--- src/rtl/fpadd_pkg.sv ---
// Shared types for the FP adder mantissa stage: width defaults, the result
// payload carried through the skid buffer, and the buffer occupancy encoding.
package fpadd_pkg;

  localparam int MANT_W_DEF = 32;  // {hidden, 23 fraction, 8 guard}
  localparam int EXP_W_DEF  = 8;

  // One finished add/sub result as it travels toward the normalizer.
  typedef struct packed {
    logic                  sign;
    logic [MANT_W_DEF:0]   mantissa;  // bit MANT_W is the carry
    logic [EXP_W_DEF-1:0]  exponent;
    logic                  sticky;
    logic                  bypass;
    logic                  zero;
  } addPayload_t;

  typedef enum logic [1:0] {
    OCC_EMPTY = 2'd0,
    OCC_ONE   = 2'd1,
    OCC_TWO   = 2'd2
  } occ_t;

endpackage

--- src/rtl/mantissa_add_skid.sv ---
// Two-entry skid buffer. The head register drives the consumer directly and
// the ready toward the producer is registered, so no combinational path
// exists from pop_ready to push_ready.
import fpadd_pkg::*;

module mantissa_add_skid #(
  parameter type payload_t = addPayload_t
) (
  input  logic     clk,
  input  logic     resetN,
  input  logic     push_valid,
  output logic     push_ready,
  input  payload_t push_data,
  output logic     pop_valid,
  input  logic     pop_ready,
  output payload_t head
);

  occ_t     occ;
  payload_t skid;
  logic     push;
  logic     pop;

  assign push = push_valid && push_ready;
  assign pop  = pop_valid && pop_ready;

  // Occupancy FSM; head/skid storage and both handshake flags are registered.
  always_ff @(posedge clk or negedge resetN) begin
    if (!resetN) begin
      occ        <= OCC_EMPTY;
      head       <= '0;
      skid       <= '0;
      pop_valid  <= 1'b0;
      push_ready <= 1'b1;
    end else begin
      case (occ)
        OCC_EMPTY: begin
          if (push) begin
            head      <= push_data;
            occ       <= OCC_ONE;
            pop_valid <= 1'b1;
          end
        end
        OCC_ONE: begin
          if (push && pop) begin
            head <= push_data;
          end else if (push) begin
            skid       <= push_data;
            occ        <= OCC_TWO;
            push_ready <= 1'b0;
          end else if (pop) begin
            occ       <= OCC_EMPTY;
            pop_valid <= 1'b0;
          end
        end
        OCC_TWO: begin
          // push_ready is low here, so only a pop can happen.
          if (pop) begin
            head       <= skid;
            occ        <= OCC_ONE;
            push_ready <= 1'b1;
          end
        end
        default: begin
          occ        <= OCC_EMPTY;
          pop_valid  <= 1'b0;
          push_ready <= 1'b1;
        end
      endcase
    end
  end

endmodule

--- src/rtl/mantissa_add_stage.sv ---
// Mantissa add/subtract stage of the FP adder. Computes the signed-magnitude
// sum of two aligned mantissas and hands the result to the normalizer through
// a two-entry skid buffer (one cycle latency when empty).
// Optional macro MANTADD_STATS_EN adds saturating add/sub/stall counters.
import fpadd_pkg::*;

module mantissa_add_stage #(
  parameter int MANT_W = MANT_W_DEF,
  parameter int EXP_W  = EXP_W_DEF
) (
  input  logic              clk,
  input  logic              resetN,
  input  logic              inValid,
  output logic              inReady,
  input  logic              signA,
  input  logic              signB,
  input  logic [MANT_W-1:0] alignedMantissaA,
  input  logic [MANT_W-1:0] alignedMantissaB,
  input  logic [EXP_W-1:0]  exponentIn,
  input  logic              stickyIn,
  input  logic              shiftOverflow,
  input  logic              bypassALU,
  output logic              outValid,
  input  logic              outReady,
  output logic [MANT_W:0]   sumMantissa,
  output logic              signOut,
  output logic [EXP_W-1:0]  exponentOut,
  output logic              stickyOut,
  output logic              bypassOut,
`ifdef MANTADD_STATS_EN
  output logic [15:0]       addCount,
  output logic [15:0]       subCount,
  output logic [15:0]       stallCount,
`endif
  output logic              zeroResult
);

  addPayload_t result;
  addPayload_t head;
  logic        eff_sub;
  logic        a_ge_b;

  assign eff_sub = signA ^ signB;
  assign a_ge_b  = alignedMantissaA >= alignedMantissaB;

  // Signed-magnitude add: same signs add, different signs subtract the
  // smaller magnitude from the larger and take the larger operand's sign.
  always_comb begin
    result          = '0;
    result.exponent = exponentIn;
    result.sticky   = stickyIn | shiftOverflow;
    result.bypass   = bypassALU;
    result.sign     = signA;
    if (bypassALU) begin
      result.mantissa = '0;
    end else if (!eff_sub) begin
      result.mantissa = {1'b0, alignedMantissaA} + {1'b0, alignedMantissaB};
    end else if (alignedMantissaA == alignedMantissaB) begin
      // Exact cancellation always yields +0.
      result.mantissa = '0;
      result.sign     = 1'b0;
    end else if (a_ge_b) begin
      result.mantissa = {1'b0, alignedMantissaA - alignedMantissaB};
      result.sign     = signA;
    end else begin
      result.mantissa = {1'b0, alignedMantissaB - alignedMantissaA};
      result.sign     = signB;
    end
    result.zero = !bypassALU && (result.mantissa == '0);
  end

  mantissa_add_skid #(.payload_t(addPayload_t)) u_skid (
    .clk        (clk),
    .resetN     (resetN),
    .push_valid (inValid),
    .push_ready (inReady),
    .push_data  (result),
    .pop_valid  (outValid),
    .pop_ready  (outReady),
    .head       (head)
  );

  assign sumMantissa = head.mantissa;
  assign signOut     = head.sign;
  assign exponentOut = head.exponent;
  assign stickyOut   = head.sticky;
  assign bypassOut   = head.bypass;
  assign zeroResult  = head.zero;

`ifdef MANTADD_STATS_EN
  logic accept;
  assign accept = inValid && inReady;

  // Saturating event counters: accepted adds, accepted subtracts, and
  // cycles the normalizer held a valid result back.
  always_ff @(posedge clk or negedge resetN) begin
    if (!resetN) begin
      addCount   <= '0;
      subCount   <= '0;
      stallCount <= '0;
    end else begin
      if (accept && !bypassALU && !eff_sub && addCount != 16'hFFFF)
        addCount <= addCount + 16'd1;
      if (accept && !bypassALU && eff_sub && subCount != 16'hFFFF)
        subCount <= subCount + 16'd1;
      if (outValid && !outReady && stallCount != 16'hFFFF)
        stallCount <= stallCount + 16'd1;
    end
  end
`endif

endmodule

--- config.mk ---
export PLATFORM = sky130hd
export DESIGN_NAME = mantissa_add_stage
export DESIGN_NICKNAME = d
export VERILOG_FILES = /design/src/rtl/fpadd_pkg.sv /design/src/rtl/mantissa_add_skid.sv /design/src/rtl/mantissa_add_stage.sv
export SDC_FILE = /design/constraint.sdc
export NUM_CORES = 1
export LEC_CHECK = 0
export CORE_MARGIN = 4
export CORE_UTILIZATION = 58
export DETAILED_ROUTE_END_ITERATION = 12
export PLACE_DENSITY = 0.88
export SLEW_MARGIN = 40
export SYNTH_ARGS = -nofsm -noshare
export SYNTH_HDL_FRONTEND = slang
export SYNTH_SLANG_ARGS = --single-unit
--- constraint.sdc ---
create_clock -name clk -period 2.4 [get_ports clk]
set_clock_uncertainty 0.2 [all_clocks]
set_input_delay 0.6 -clock clk [delete_from_list [all_inputs] [get_ports clk]]
set_output_delay 0.6 -clock clk [all_outputs]
set_load 0.03 [all_outputs]
==> flow_summary.toml, run 1 <==
[outcome]
status = "stopped before the end"
lastStage = "4_1_cts"
error = "[ERROR DPL-0038] Utilization greater than 100%, impossible to legalize"

[placed_design]
place_area_um2 = 15500
gp_congestion = 1.18
pre_cts_slack_ns = -2.89
dp_hpwl_mm = 38.2
io_buffers = 127

[clock_network]
cts_buffer_depth = 2
clock-root-buffer = "clkbuf_16"
clkSinkCount = 94
cts_resized = 728
htreeDepth = 3
cts_setup_buffers = 107
postCtsHoldBufs = 1
cts_made_buffers = 9

[yosys]
syn-mean-instance-area_um2 = 7.58
yosys-top-cells-count = "142 x nand2_1, 134 x a21oi_1, 129 x o21ai_0, 112 x nor2_1, 95 x ha_1"
ys_seq_elements = 94
ys_async_sr_fraction_pct = 100
synth_top_area_share_pct = 23.0
syn_nets = 1516
synth_most_common_cell = "nand2_1"
postSynthCellCount = 1337
yosysWarnings = 0
yosysSeqAreaShare_pct = 23.2
synthFlopType = "dfrtp_1"
syn-cell-area_um2 = 10100
ys_types = 82
synthTopCellsByArea = "dfrtp_1 23%, ha_1 12%, a21oi_1 6.6%, o21ai_0 6.4%, nand2_1 5.3%"
synth_area_leader_cell = "dfrtp_1"
synth-edff-count = 0

[die]
ios = 128
initial_core_util_pct = 58.8
die_h_um = 140
rows = 48
fp.dieW_um = 140
## kinds of logic after synthesis
| group | Yosys count | synth area share, % |
|---|---|---|
| multiplexers | 78 | 8.12 |
| AO/OA/AOI/OAI | 455 | 28.3 |
| buffers and inverters | 169 | 6.44 |
| adder cells (fa/ha/maj) | 98 | 12.3 |
| XOR/XNOR | 34 | 2.94 |
| flip-flops | 94 | 23.2 |
| AND/OR/NAND/NOR | 409 | 18.7 |
## per-stage QoR
step	std cells	setup TNS (ns)	hold WS (ns)
after floorplan	1337	-54.65	0.104
after global placement	2067	-116.84	0.259
after detailed placement	2067	-134.97	0.271
==> run 2, diff against run 1 <==
CORE_UTILIZATION = 40   (was 58)
PLACE_DENSITY = default   (was 0.88)
PLACE_DENSITY_LB_ADDON = 0.15   (was default)
==> run 2 against run 1 <==
The flow now finishes, with violations (negative setup slack); synthesized area unchanged; synthesized cell count stayed put.
==> flow_summary.toml, run 2 <==
[outcome]
status = "finished, violations left"
violations = "negative setup slack"

[final_layout]
fin_util_pct = 78.9
syn2layout_area_growth_pct = 91.4
final_common_cell = "buf_4"
drive_above_1_share_pct = 53.0
largestRegisters = "u_skid.head x45, u_skid.skid x45, u_skid.occ x2"
mostFrequentLayoutCells = "507 x buf_4, 134 x buf_6, 132 x nand2_1"
finalNetCount = 2216
antenna_cells = 0
final_cells = 2366

[global_route]
use_met2_pct = 52.9
grt_pass1_wl_mm = 71.9
grt_use_met3_pct = 3.56
use_met1_pct = 41.9
antenna_found_initial = 0
grt_usage_pct = 31.4
first_global_vias = 13400
busiest_layer = "met2"
overflow = 0
grt_max_degree = 37

[sta]
fin_crit_sh_pct = 183
rsz0062_at_grt = "true"
slew_headroom_pct = 46.7
setup_viol = 70
slew_violations = 0
worst-slew-pin-transition_ns = 0.793
timing.fmax_mhz = 228
hold_violations = 0
fin_setup_tns_ns = -69.87
fin_ws_ns = -1.99
fin_crit_ns = 4.39

[worst_setup_path]
critical_path.max_stage_delay_ns = 0.59
endpoint_kind = "flop"
crit_slowest_cell = "or4_4"
crit_path_start_kind = "input port"
arrival_ns = 4.46
ff2ff_setup_slack_ns = 0.46
path_max_fanout = 3
crit_path_frequent_cell = "or4_4"
critPathRequiredTime_ns = 2.47
crit_chain = "buf_8 -> ha_4 -> or4_4 -> or3_4 -> a2111oi_4 -> a211oi_4 -> buf_4 -> mux2_2 -> a211oi_2 -> o311a_4 -> nor4bb_2 -> nand4_1 -> or4_4 -> nor4_4 -> mux2_4"
r2r_cells = 6
timing.rr.start = "u_skid.push_ready"
r2r_end = "u_skid.skid[10]"
crit_path_end = "u_skid.skid[0]"
critPathKind = "input port to flop"
crit_path_start = "alignedMantissaB[16]"

[clock_network]
cts_buffer_depth = 2
clkSinkCount = 94
postCtsHoldBufs = 0
clk_latency_ns = 0.34
clock-root-buffer = "clkbuf_16"
cts_made_buffers = 9
cts_tree = "done"
htreeDepth = 3
path_clk_slew_ns = 0.07

[placed_design]
pre_cts_slack_ns = -2.73
dp_cells = 2226
io_buffers = 127
dp_hpwl_mm = 35.4
gp_congestion = 1.01

[job]
drv_cap = 0

[yosys]
yosysSeqAreaShare_pct = 23.2
synthTopCellsByArea = "dfrtp_1 23%, ha_1 12%, a21oi_1 6.6%, o21ai_0 6.4%, nand2_1 5.3%"
yosys-top-cells-count = "142 x nand2_1, 134 x a21oi_1, 129 x o21ai_0, 112 x nor2_1, 95 x ha_1"
ys_types = 82
synth_top_area_share_pct = 23.0
syn_nets = 1516
ys_async_sr_fraction_pct = 100
syn-mean-instance-area_um2 = 7.58
ys_seq_elements = 94
synth-edff-count = 0
synthFlopType = "dfrtp_1"
synth_most_common_cell = "nand2_1"
syn-cell-area_um2 = 10100
synth_area_leader_cell = "dfrtp_1"
yosysWarnings = 0
postSynthCellCount = 1337

[die]
fp.dieW_um = 167
ios = 128
rows = 57
core-area_um2 = 24600
die_h_um = 167
die_area_um2 = 28000
initial_core_util_pct = 41.2

[power]
combPwrFrac_pct = 61.0
p_sw_w = 0.00293
sw_frac_of_total_pct = 38.7
clkPwrFrac_pct = 18.0
seq_power_share_pct = 21.0
vdd_drop_max_mv = 0.447
p_int_w = 0.00463
cellPowerDensity_nw_per_um2 = 389
cellLeakagePower_nw = 9.02

[drt]
drtAntennaViolNets = 0
vias = 13200
first_iter_violations = 1040
wl_mm = 46.4
viasPerCell = 5.56
drc = 0
routedWlPerCell_um = 19.6
drt-pass1-iter-count = 5

[hold_path]
min_path_type = "input port to async pin"
[run 2: cell counts after synthesis]
Identical to the previous run, type by type.
[run 2: area by class of cell]
class	instances	area, um^2
Clock inverter	7	63.8
Timing Repair Buffer	760	6570
Tap cell	324	405
Inverter	98	397
Clock buffer	9	225
Multi-Input combinational cell	1074	9390
Fill cell	1703	5200
Sequential cell	94	2350
[run 2: repair_timing]
item / 4_1_cts / 5_1_grt
endpoints found under the setup margin: 70 / 70
setup buffers: 146 / 43
resized for setup: 694 / 126
pin swaps: 179 / 126
hold endpoints to repair: 0 / 0
[run 2: kinds of logic after synthesis]
group / synth area share [%]
AO/OA/AOI/OAI: 28.3
AND/OR/NAND/NOR: 18.7
buffers and inverters: 6.44
adder cells (fa/ha/maj): 12.3
flip-flops: 23.2
multiplexers: 8.12
XOR/XNOR: 2.94
[run 2: per-layer routing]
| metal | routed length [um] | vias to the layer above |
|---|---|---|
| met5 | 0 | - |
| li1 | - | 6218 |
| met1 | 19700 | 6263 |
| met4 | 1920 | 0 |
| met2 | 21700 | 557 |
| met3 | 3050 | 128 |
[run 2: how the worst min path moves through the flow]
stage                              start              to  cells past startpoint
after global routing              resetN  u_skid.head[4]                      1
after detailed placement  u_skid.head[6]  u_skid.head[6]                      2
after floorplan                   resetN  u_skid.head[0]                      0
after global placement    u_skid.skid[2]  u_skid.skid[2]                      2
final                             resetN  u_skid.head[4]                      1
after CTS                         resetN  u_skid.head[4]                      1
[run 2: critical path: cells and delay by family]
family	cells	cell delay (ns)
simple gates	6	2.22
compound gates	4	0.69
buf+inv	2	0.27
mux	2	0.44
fa+ha+maj	1	0.23
[run 2: power by group through the flow]
stage	clock, W	combinational [W]	sequential (W)
after floorplan	0	0.00167	0.00161
after global placement	0	0.00345	0.00161
after detailed placement	0	0.00348	0.00161
after CTS	0.00138	0.00433	0.00158
after global routing	0.00145	0.00486	0.00158
final	0.00136	0.00461	0.00158
[run 2: metrics by stage]
stage | total power (W) | hold slack [ns] | area (um^2)
floorplan | 0.00328 | 0.104 | 11000
CTS | 0.00730 | 0.0281 | 18900
finish | 0.00756 | 0.0159 | 19400
global route | 0.00789 | 0.0467 | 19400
global placement | 0.00507 | 0.257 | 16100
detailed placement | 0.00510 | 0.269 | 16100
Note: power is estimated with default switching activity, not from simulation.
